### config.mk
export PLATFORM = sky130hd
export DESIGN_NAME = out_port_uart_tx_flat
export DESIGN_NICKNAME = d
export VERILOG_FILES = /design/src/rtl/out_port_uart_tx_if.sv /design/src/rtl/out_port_uart_tx.sv /design/src/flat_wrapper.sv
export SDC_FILE = /design/constraint.sdc
export NUM_CORES = 1
export LEC_CHECK = 0
export CORE_ASPECT_RATIO = 0.5
export CORE_MARGIN = 2
export CORE_UTILIZATION = 30
export CTS_CLUSTER_SIZE = 16
export DETAILED_ROUTE_END_ITERATION = 16
export DONT_BUFFER_PORTS = 1
export SLEW_MARGIN = 40
export SYNTH_ARGS = -nofsm -noshare
export SYNTH_HDL_FRONTEND = slang
export SYNTH_SLANG_ARGS = --single-unit
### constraint.sdc
create_clock -name clock -period 4.41 [get_ports clock]
set_input_delay 0.882 -clock clock [delete_from_list [all_inputs] [get_ports clock]]
set_output_delay 0.882 -clock clock [all_outputs]
set_load 0.1 [all_outputs]
### src/rtl/out_port_uart_tx_if.sv
// Bus between the processor's OUT port and the UART transmitter.
// Ports:
//   wr_en    - one-cycle strobe, wr_data valid (processor -> transmitter)
//   wr_data  - byte from the OUT register (processor -> transmitter)
//   full     - byte FIFO holds FIFO_DEPTH bytes (transmitter -> processor)
//   busy     - FIFO non-empty or frame in progress (transmitter -> processor)
//   overflow - sticky dropped-write flag (transmitter -> processor)
//   tx       - UART serial line, idle high
interface out_port_uart_tx_if;
  logic       wr_en;
  logic [7:0] wr_data;
  logic       full;
  logic       busy;
  logic       overflow;
  logic       tx;

  modport master (
    output wr_en, wr_data,
    input  full, busy, overflow, tx
  );

  modport slave (
    input  wr_en, wr_data,
    output full, busy, overflow, tx
  );
endinterface

### src/rtl/out_port_uart_tx.sv
// Buffers bytes written by the processor's OUT instruction in a small FIFO and
// serialises them onto a UART line (8N1, LSB first). Writes arriving while the
// FIFO is full are dropped and latched into a sticky overflow flag.
// Ports:
//   clock - system clock, all logic on its rising edge
//   reset - synchronous, active-high; aborts any frame in progress
//   bus   - slave side of out_port_uart_tx_if (wr_en/wr_data in;
//           full/busy/overflow/tx out, all registered)
module out_port_uart_tx #(
  parameter int CLKS_PER_BIT = 868,
  parameter int FIFO_DEPTH   = 4
) (
  input  logic               clock,
  input  logic               reset,
  out_port_uart_tx_if.slave  bus
);

  localparam int TW = $clog2(CLKS_PER_BIT);
  localparam int PW = $clog2(FIFO_DEPTH);
  localparam logic [TW-1:0] TIMER_MAX = TW'(CLKS_PER_BIT - 1);
  localparam logic [PW:0]   DEPTH_C   = (PW + 1)'(FIFO_DEPTH);

  typedef enum logic [1:0] {IDLE, START, DATA, STOP} state_t;

  state_t        state, state_next;
  logic [TW-1:0] timer, timer_next;
  logic [2:0]    bit_idx, bit_idx_next;
  logic [7:0]    shift, shift_next;
  logic          tx_level;
  logic          tx_r;
  logic          busy_r;

  logic [7:0]    mem [FIFO_DEPTH];
  logic [PW-1:0] wr_ptr, rd_ptr;
  logic [PW:0]   count, count_next;
  logic          full_r;
  logic          overflow_r;
  logic          push, pop;
  logic          timer_done;

  // full_r is the pre-edge full state, so a write on the same edge as a pop
  // from a full FIFO is still dropped.
  assign push       = bus.wr_en & ~full_r;
  assign timer_done = (timer == TIMER_MAX);

  always_comb begin
    count_next = count;
    case ({push, pop})
      2'b10:   count_next = count + 1'b1;
      2'b01:   count_next = count - 1'b1;
      default: count_next = count;
    endcase
  end

  always_ff @(posedge clock) begin
    if (reset) begin
      wr_ptr     <= '0;
      rd_ptr     <= '0;
      count      <= '0;
      full_r     <= 1'b0;
      overflow_r <= 1'b0;
    end else begin
      if (push) wr_ptr <= wr_ptr + 1'b1;
      if (pop)  rd_ptr <= rd_ptr + 1'b1;
      count  <= count_next;
      full_r <= (count_next == DEPTH_C);
      if (bus.wr_en && full_r) overflow_r <= 1'b1;
    end
  end

  // Storage needs no reset; the pointers define which entries are valid.
  always_ff @(posedge clock) begin
    if (!reset && push) mem[wr_ptr] <= bus.wr_data;
  end

  // Next-state logic. The last stop-bit cycle pops straight into START so
  // back-to-back bytes leave no idle gap on the line.
  always_comb begin
    state_next   = state;
    timer_next   = timer;
    bit_idx_next = bit_idx;
    shift_next   = shift;
    pop          = 1'b0;
    tx_level     = 1'b1;
    case (state)
      IDLE: begin
        if (count != '0) begin
          pop        = 1'b1;
          shift_next = mem[rd_ptr];
          timer_next = '0;
          state_next = START;
        end
      end
      START: begin
        tx_level = 1'b0;
        if (timer_done) begin
          timer_next   = '0;
          bit_idx_next = '0;
          state_next   = DATA;
        end else begin
          timer_next = timer + 1'b1;
        end
      end
      DATA: begin
        tx_level = shift[0];
        if (timer_done) begin
          timer_next   = '0;
          shift_next   = shift >> 1;
          bit_idx_next = bit_idx + 1'b1;
          if (bit_idx == 3'd7) state_next = STOP;
        end else begin
          timer_next = timer + 1'b1;
        end
      end
      STOP: begin
        tx_level = 1'b1;
        if (timer_done) begin
          timer_next = '0;
          if (count != '0) begin
            pop        = 1'b1;
            shift_next = mem[rd_ptr];
            state_next = START;
          end else begin
            state_next = IDLE;
          end
        end else begin
          timer_next = timer + 1'b1;
        end
      end
      default: state_next = IDLE;
    endcase
  end

  // tx is the registered line level of the current state, hence one cycle
  // behind the state. busy uses the next state so it drops on the very edge
  // the transmitter returns to IDLE.
  always_ff @(posedge clock) begin
    if (reset) begin
      state   <= IDLE;
      timer   <= '0;
      bit_idx <= '0;
      shift   <= '0;
      tx_r    <= 1'b1;
      busy_r  <= 1'b0;
    end else begin
      state   <= state_next;
      timer   <= timer_next;
      bit_idx <= bit_idx_next;
      shift   <= shift_next;
      tx_r    <= tx_level;
      busy_r  <= (state_next != IDLE) | (count != '0);
    end
  end

  assign bus.full     = full_r;
  assign bus.busy     = busy_r;
  assign bus.overflow = overflow_r;
  assign bus.tx       = tx_r;

endmodule

### src/flat_wrapper.sv
// flat-port wrapper written by rule: the top's interface ports become plain ports
module out_port_uart_tx_flat 
#(
  parameter int CLKS_PER_BIT = 868,
  parameter int FIFO_DEPTH   = 4
)
  (clock, reset, bus_wr_en, bus_wr_data, bus_full, bus_busy, bus_overflow, bus_tx);
  out_port_uart_tx_if bus_i ();
  input  logic clock;
  input  logic reset;
  input wire logic [$bits(bus_i.wr_en)-1:0] bus_wr_en;
  input wire logic [$bits(bus_i.wr_data)-1:0] bus_wr_data;
  output wire logic [$bits(bus_i.full)-1:0] bus_full;
  output wire logic [$bits(bus_i.busy)-1:0] bus_busy;
  output wire logic [$bits(bus_i.overflow)-1:0] bus_overflow;
  output wire logic [$bits(bus_i.tx)-1:0] bus_tx;
  assign bus_i.wr_en = bus_wr_en;
  assign bus_i.wr_data = bus_wr_data;
  assign bus_full = bus_i.full;
  assign bus_busy = bus_i.busy;
  assign bus_overflow = bus_i.overflow;
  assign bus_tx = bus_i.tx;
  out_port_uart_tx #(.CLKS_PER_BIT(CLKS_PER_BIT), .FIFO_DEPTH(FIFO_DEPTH)) u_core (.clock(clock), .reset(reset), .bus(bus_i));
endmodule
== After elaboration in Yosys (flattened, before gate mapping) ==
Memories as Yosys holds them, arrays and structs flattened. A register that Yosys moved wholly into a read port is not among the register bits.
Cells that the tools add are included.

* $add $sub $neg: 6
* Multipliers: 0
* Divide/modulo/power cells: 0
* Magnitude comparators: 0
* Equality and inequality tests: 12
* Shift-type cells: 0
* Mux-type cells: 26
* Bitwise logic cells: 3
* Reductions and logical operators: 11

{| class="wikitable"
|+ Operators with widths
! cell !! number
|-
| 8-bit two-way mux || 3
|-
| 8-bit one-hot mux with 3 select lines || 1
|-
| 10-bit two-way mux || 2
|-
| 10-bit one-hot mux with 2 select lines || 1
|-
| 2-bit two-way mux || 7
|-
| 3-bit one-hot mux with 2 select lines || 2
|-
| 10-bit by 1-bit adder with 10-bit output (second input constant) || 1
|-
| 10-bit == test (second input constant) || 1
|-
| 2-bit by 1-bit != test with 1-bit output (second input constant) || 4
|-
| 2-bit one-hot mux with 4 select lines || 1
|-
| 3-bit by 1-bit adder with 3-bit output (second input constant) || 2
|-
| 2-bit == test (second input constant) || 3
|-
| 3-bit == test (second input constant) || 2
|-
| 3-bit two-way mux || 2
|-
| 3-bit AND reduction || 2
|-
| 3-bit nonzero test || 2
|-
| 1-bit two-way mux || 5
|-
| 2-bit by 1-bit adder with 2-bit output (second input constant) || 2
|-
| 2-bit by 1-bit == test with 1-bit output (second input constant) || 2
|-
| 1-bit one-hot mux with 2 select lines || 2
|-
| 2-bit nonzero test || 2
|-
| 3-bit OR reduction || 1
|-
| 3-bit by 1-bit subtractor with 3-bit output (second input constant) || 1
|-
| 1-bit logical AND || 2
|-
| other kinds (5) || 5
|}

* Register bits: 34
* Bits in latches: 0
* RAM bits: 32
* Memory bits (read-only): 0
* Input port bits: 11
* Output and inout bits: 4
* Word-level logic and storage cells: 70
* Memories: 1

{| class="wikitable"
|+ Memory list
! memory !! words !! bits a word !! rd ports !! clocked after Yosys merged registers in !! wr ports !! line !! RTL
|-
| u_core.mem || 4 || 8 || 1 || 1 || 1 || out_port_uart_tx.sv:33 || <nowiki>logic [7:0] mem [FIFO_DEPTH];</nowiki>
|}

== Longest topological paths before layout ==
Gate-level depths: netlist of the first run.

* Depth after elaboration: 7
* Gate-level depth with buffers: 11
* Depth with buffers taken out: 10

== Least setup slack after synthesis of the first run ==
Ideal clock, no wire load.

* Kind: in2reg
* From: input bus_wr_en
* To: register u_core.full_r, in the netlist u_core.bus.full
* Library setup time: 0.065 ns
* Data arrival time: 2.571 ns
* Data required time: 4.345 ns
* Setup slack: 1.774 ns
* Stages on the path: 8
* Path buffers: 0
* Path through: nor2b_1 > inv_1 > ha_1 > fa_1 > xnor2_1 > or3_1 > a21oi_1 > nor2b_1

* Cells in the longest elaborated chain, start to end: 4
* Elaborated cells between the ends (all ways): 5
* Classes of those cells: eq/ne: 3; mux: 1; bitwise: 1

{| class="wikitable"
|+ Ends and longest elaborated chain
! element !! line !! RTL
|-
| from (decl) || flat_wrapper.sv:11 || <nowiki>input wire logic [$bits(bus_i.wr_en)-1:0] bus_wr_en;</nowiki>
|-
| 1-bit bitwise AND (*) || out_port_uart_tx.sv:43 || <nowiki>assign push = bus.wr_en & ~full_r;</nowiki>
|-
| 2-bit by 1-bit == test with 1-bit output or 2-bit == test (tied branches) || out_port_uart_tx.sv:48 || <nowiki>case ({push, pop})</nowiki>
|-
| 3-bit one-hot mux with 2 select lines (*) || out_port_uart_tx.sv:48 ||
|-
| 3-bit == test (*) || out_port_uart_tx.sv:66 || <nowiki>full_r <= (count_next == DEPTH_C);</nowiki>
|-
| to (signal assigned) || out_port_uart_tx.sv:66 ||
|-
| to (decl) || out_port_uart_tx.sv:36 || <nowiki>logic full_r;</nowiki>
|}

Mark *: on every way between the ends. The rest lies on a longest branch, timed or not.
A chain may end at the register's enable or synchronous reset.

== Worst setup path in the final report of the first run ==
* From: register u_core.state[0]
* To: register u_core.full_r, in the netlist u_core.bus.full

* Cells in the longest elaborated chain, start to end: 5
* Elaborated cells between the ends (all ways): 7
* Classes of those cells: eq/ne: 4; mux: 2; reduce/logical: 1

{| class="wikitable"
|+ Ends and longest elaborated chain
! element !! line !! RTL
|-
| from (decl) || out_port_uart_tx.sv:25 || <nowiki>state_t state, state_next;</nowiki>
|-
| from (signal assigned) || out_port_uart_tx.sv:146 || <nowiki>state <= state_next;</nowiki>
|-
| 2-bit == test or 2-bit logical NOT (tied branches) || out_port_uart_tx.sv:85 || <nowiki>case (state)</nowiki>
|-
| 1-bit one-hot mux with 2 select lines (*) || out_port_uart_tx.sv:85 ||
|-
| 2-bit by 1-bit == test with 1-bit output or 2-bit == test (tied branches) || out_port_uart_tx.sv:48 ||
|-
| 3-bit one-hot mux with 2 select lines (*) || out_port_uart_tx.sv:48 ||
|-
| 3-bit == test (*) || out_port_uart_tx.sv:66 ||
|}

Marks and branches as above.

==> metrics, run 1 <==
status completed; Root Buffer clkbuf_16; worst path required time 4.67 ns; leading area contributor after synthesis edfxtp_1; maximum clock frequency 0.351 GHz; vias in the first global route just under 2000; IO Pins 15; aggregate global-route resource usage 11.5%; CTS sink cnt 68; initial antenna violation count 0; drt via density 5.03; global route total overflow 0; clock latency on the worst-skew pair 0.34 ns; die area 11200 um2; Final Critical Period between 2 and 3 ns; main combinational cell family by area after synthesis compound AO/OA/AOI/OAI gates; CTS tree built; Hold Violations, Final 0; CTS Buf Count 9; PortBufs 0; post-CTS setup buffer count 0; worst slack, placed 1.53 ns; final worst slack approximately 1.6 ns; Overall Power 2.12 mW; top cells by area, synth edfxtp_1 31%, dfxtp_1 23%, mux4_2 5.8%; CORE AREA between 10000 and 15000 um2; Cells after Synth 262; slowest cell on the critical path dfxtp_1; Most used DFF post-synth dfxtp_1; number of synthesized flops with an enable pin 32; Rows 26; post-synthesis mux area share around 8.7%; Cell Pwr Density 605 nW/um2; Avg WL per Cell between 10 and 15 um; cell repeated most along the worst path ha_1; critical path's largest stage delay 0.42 ns; Register Area between 1500 and 2000 um2; layout cells sized above 1 15.1%; Starting Density between 30% and 40%; #FFs+latches synth 68; warnings from Yosys 0; post-synth net total 286; # setup viols final 0; LEAKAGE 1.19 nW; Final Non-Filler Cells 405; drt first pass iters 4; hold buffer count at CTS 0; unrepaired setup endpoints after global routing false; Mapped Area approximately 3100 um2; synthesized area per cell 11.8 um2; multi-input logic area 1330 um2; post-synthesis compound-gate area fraction 14.0%; Antenna Violating Nets Remaining 0; final setup TNS 0 ns; HP Class reg2reg; clock skew 0.00754 ns; met1 Use GR 13.4%; WP data arrival 3.11 ns; Synth async-reset ratio 0%; adder-cell share of the synthesized area 5.50%; CTS max path bufs 2; Period Utilization, post-route roughly 65%; Relative slew margins 55.6%; Post-Route WL 6050 um; fillers roughly 1000; met2 Usage GRT 19.5%; post-cts sizing count 0; number of library cell types mapped by synthesis 53; DRC viols 0; first-pass GRT wire length a little under 10000 um; Final HPWL DP 4000 um; post-synthesis sequential area ratio 54.3%; fin area roughly 3500 um2; CP Class reg2reg; CP Capture Type flip-flop; CTS clk-pin slew, worst paths 0.06 ns; RePlAce Congestion 0.817; top cell type's share of synthesized area 31.0%; met3 usage 4.43%; vias 2039; r2r setup slk 1.56 ns; largest net degree at the start of global routing 31; # diodes 0; die width 148 um; Die Y 75.8 um; H-tree depth 3; placed cell count 389; placed cell areas 3220 um2; Syn-to-layout area delta 13.1%; 1st-iter DRT viols 132; nets 284; GRT busiest layer met2; CP Launch Type flip-flop; CP Cell Sequence inv_1 -> ha_1 -> a41oi_2 -> nor2_1 -> ha_1 -> fa_1 -> xnor2_1 -> or3_1 -> a21oi_1 -> nor2b_1; Worst Max-Slew Pin Slew 0.665 ns; fin. max-slew vios 0; Simple-Gate Fraction of Synth Area 13.1%; XOR/XNOR share of the synthesized area under 10%; Peak VDD IR between 0.3 and 0.4 mV; max cap viols 0; critical path peak fanout 14
registers in the layout (all words and copies together) (netlist names), 2 cells and up, named ones only:
| register | cells |
|---|---|
| u_core.mem | 32 |
| u_core.timer | 10 |
| u_core.shift | 8 |
| u_core.bit_idx | 3 |
| u_core.count | 3 |
| u_core.rd_ptr | 2 |
| u_core.state | 2 |
| u_core.wr_ptr | 2 |
cells in the final DEF, fill, tap and decap left out, types with 2 or more instances in the layout:
| cell type | count |
|---|---|
| a2111oi_0 | 2 |
| a21oi_1 | 16 |
| a22o_1 | 2 |
| a22oi_1 | 4 |
| a31oi_1 | 4 |
| and3_1 | 7 |
| clkbuf_16 | 9 |
| clkinv_2 | 2 |
| clkinv_4 | 3 |
| dfxtp_1 | 32 |
| dfxtp_2 | 4 |
| edfxtp_1 | 32 |
| ha_1 | 11 |
| inv_1 | 10 |
| mux2i_1 | 9 |
| mux4_2 | 8 |
| nand2_1 | 13 |
| nand2b_1 | 2 |
| nand3_1 | 6 |
| nor2_1 | 17 |
| nor2b_1 | 4 |
| nor3_1 | 3 |
| o211ai_1 | 2 |
| o21ai_0 | 16 |
| o221a_2 | 2 |
| or3_1 | 10 |
| or4b_1 | 2 |
| xnor2_1 | 2 |
| xor2_1 | 2 |
per-layer routing:
metal | up-vias | routed length, um
li1 | 983 | -
met1 | 1004 | 2780
met2 | 43 | 2940
met3 | 9 | 240
met4 | 0 | 95
met5 | - | 0
final timing paths:
path,startpoint,endpoint,depth (start not counted)
worst max register to register,u_core.state[0],u_core.bus.full,10
worst max-delay path,u_core.state[0],u_core.bus.full,10
worst min-delay path,u_core.shift[6],u_core.shift[6],2
worst min register to register,u_core.shift[6],u_core.shift[6],2
through the flow:
step	hold slack, ns	util [%]
final	0.468	34.6
after global routing	0.481	34.6
after global placement	0.440	31.7
after detailed placement	0.460	31.8
after floorplan	0.433	-
after CTS	0.469	34.5
cell usage after synthesis, types with 4 or more instances:
| master | count |
|---|---|
| nand2_1 | 13 |
| or3_1 | 10 |
| and3_1 | 7 |
| inv_1 | 10 |
| clkbuf_1 | 9 |
| a31oi_1 | 5 |
| a21oi_1 | 16 |
| a22oi_1 | 4 |
| dfxtp_1 | 36 |
| nand3_1 | 6 |
| ha_1 | 12 |
| nor2_1 | 17 |
| edfxtp_1 | 32 |
| mux4_2 | 8 |
| nor2b_1 | 4 |
| mux2i_1 | 9 |
| o21ai_0 | 16 |
worst max-delay path, delay by kind of cell (launching register included):
family                   cells  cell delay [ns]
XOR/XNOR                     1             0.14
AO/OA/AOI/OAI                2             0.52
AND/OR/NAND/NOR              3             0.56
buffers and inverters        1             0.14
flip-flops                   1             0.42
adder cells (fa/ha/maj)      3             1.00
cells by family after synthesis:
| kind of cell | after synthesis |
|---|---|
| fa+ha+maj | 13 |
| buf+inv | 23 |
| xor+xnor | 4 |
| compound gates | 64 |
| simple gates | 73 |
| flops | 68 |
| mux | 17 |
power breakdown:
part	total, mW	internal (mW)	switching (mW)
Sequential	0.915	0.758	0.157
Clock	0.661	0.382	0.279
Combinational	0.543	0.245	0.298
Total	2.12	1.39	0.733
final cells by class:
class | instances | area share [%]
Tap cell | 140 | 5.00
Clock inverter | 7 | 1.50
Inverter | 10 | 1.07
Sequential cell | 68 | 48.2
Multi-Input combinational cell | 171 | 37.8
Clock buffer | 9 | 6.43
(Power assumes the default switching activity.)
==> inputs of run 2 (changes only) <==
- clock period: 4.41 -> 2.5 ns (I/O delays scaled with it)
==> metrics, run 2 (synthesis results as in run 1) <==
GRT busiest layer met2; Die Y 75.8 um (unchanged); drt via density 4.96 (-1.4%); final worst slack 0.187 ns (-1.37 ns); most frequent cells in the layout 33 x dfxtp_1, 32 x edfxtp_1, 17 x nor2_1; IO Pins 15 (unchanged); # diodes 0 (unchanged); CP Capture Type flip-flop; CTS Buf Count 9 (unchanged); Relative slew margins 59.3% (+3.7 points); Largest regs u_core.mem: 32 flops, u_core.timer: 10 flops, u_core.shift: 8 flops; Cell Pwr Density 1110 nW/um2 (+84%); Final Critical Period 2.31 ns (-0.536 ns); worst path required time 2.78 ns (-1.89 ns); # setup viols final 0 (unchanged); Worst Max-Slew Pin Slew 0.608 ns (-0.0565 ns); Final Non-Filler Cells 420 (+3.7%); Starting Density 30.6% (unchanged); met3 usage 4.13% (-0.30 points); commonest non-fill, non-tap cell in the layout dfxtp_1; worst slack, placed -0.0123 ns (-1.54 ns); H-tree depth 3 (unchanged); LEAKAGE 1.29 nW (+7.9%); HP Class in2reg; Top reg by flops u_core.mem; CORE AREA 10100 um2 (unchanged); Avg WL per Cell 14.4 um (-3.5%); nets 299 (+5.3%); Hold Violations, Final 0 (unchanged); Root Buffer clkbuf_16; initial antenna violation count 0 (unchanged); Rows 26 (unchanged); vias 2085 (+2.3%); DRC viols 0 (unchanged); CTS clk-pin slew, worst paths 0.06 ns (about the same); first-pass GRT wire length 9920 um (+2.7%); max cap viols 0 (unchanged); clock skew 0.00461 ns (-0.00293 ns); WP data arrival 2.59 ns (-0.52 ns); layout cells sized above 1 20.7% (+5.6 points); global route total overflow 0 (unchanged); critical path peak fanout 3 (-11); Post-Route WL 6060 um (about the same); met1 Use GR 13.6% (+0.23 points); CP Class reg2reg; 1st-iter DRT viols 157 (+19%); die area 11200 um2 (unchanged); aggregate global-route resource usage 11.7% (+0.11 points); placed cell count 403 (+3.6%); status completed; unrepaired setup endpoints after global routing false; clock latency on the worst-skew pair 0.34 ns (about the same); Antenna Violating Nets Remaining 0 (unchanged); CP Launch Type flip-flop; max reg flops 32 (unchanged); CTS max path bufs 2 (unchanged); CTS sink cnt 68 (unchanged); largest net degree at the start of global routing 31 (unchanged); fin. max-slew vios 0 (unchanged); met2 Usage GRT 20.2% (+0.62 points); Final HPWL DP 4160 um (+4.2%); Syn-to-layout area delta 18.6%; vias in the first global route 1995 (+1.4%); drt first pass iters 4 (unchanged); Period Utilization, post-route 92.5% (+28 points); die width 148 um (unchanged); Peak VDD IR 0.632 mV (+78%); CTS tree built; final setup TNS 0 ns (unchanged); PortBufs 0 (unchanged); maximum clock frequency 0.432 GHz (+23%); RePlAce Congestion 0.853 (+4.5%)
[run 2: path summary, 6_finish.rpt]
kind,from,endpoint,slack [ns],cells past startpoint
setup / recovery,u_core.timer[0],u_core.bus.full,0.19,10
hold / removal,reset,u_core.timer[0],0.22,1
setup reg to reg,u_core.timer[0],u_core.bus.full,0.19,10
hold reg to reg,u_core.shift[6],u_core.shift[6],0.45,2
[run 2: power breakdown]
part           leakage [nW]  total, mW  switching, mW  internal [mW]
clock                 0.158       1.37          0.489          0.879
combinational         0.542       1.26          0.713          0.550
sequential            0.585       1.45          0.117           1.34
[run 2: per-layer routing]
metal  vias up  routed length (um)
met5         -                   0
met4         0                  68
met3         9                 236
met2        35                2940
met1      1022                2810
li1       1019                   -
[run 2: stage by stage]
| step | power, mW | area, um2 | hold WS, ns | utilization (%) |
|---|---|---|---|---|
| finish | 4.08 | 3670 | 0.223 | 36.3 |
| global route | 4.32 | 3670 | 0.212 | 36.3 |
| CTS | 4.09 | 3650 | 0.217 | 36.1 |
| detailed placement | 2.71 | 3320 | 0.442 | 32.9 |
| global placement | 2.65 | 3320 | 0.437 | 32.8 |
| floorplan | 2.38 | 3100 | 0.433 | - |
[run 2: layout make-up]
type,instances,area (um2)
inverter,10,37.5
sequential,68,1690
multi-input combinational,171,1340
clock buffer,9,225
tap,140,175
timing repair buffer,15,113
clock inverter,7,98.8
fill,955,6450
[run 2: critical path, stage by stage, from the launching register on]
cell	delay [ns]
dfxtp_2	0.33
ha_2	0.19
nor2b_1	0.15
a41oi_2	0.22
nor2_1	0.07
ha_2	0.19
fa_2	0.33
xnor2_1	0.14
or3_1	0.37
a21oi_2	0.15
nor2b_1	0.13
[run 2: what timing repair did]
item,CTS,global route
gates resized for setup,1,7
setup endpoints to repair,1,2
hold buffers,0,0
buffers inserted,0,1
pin swaps,0,4
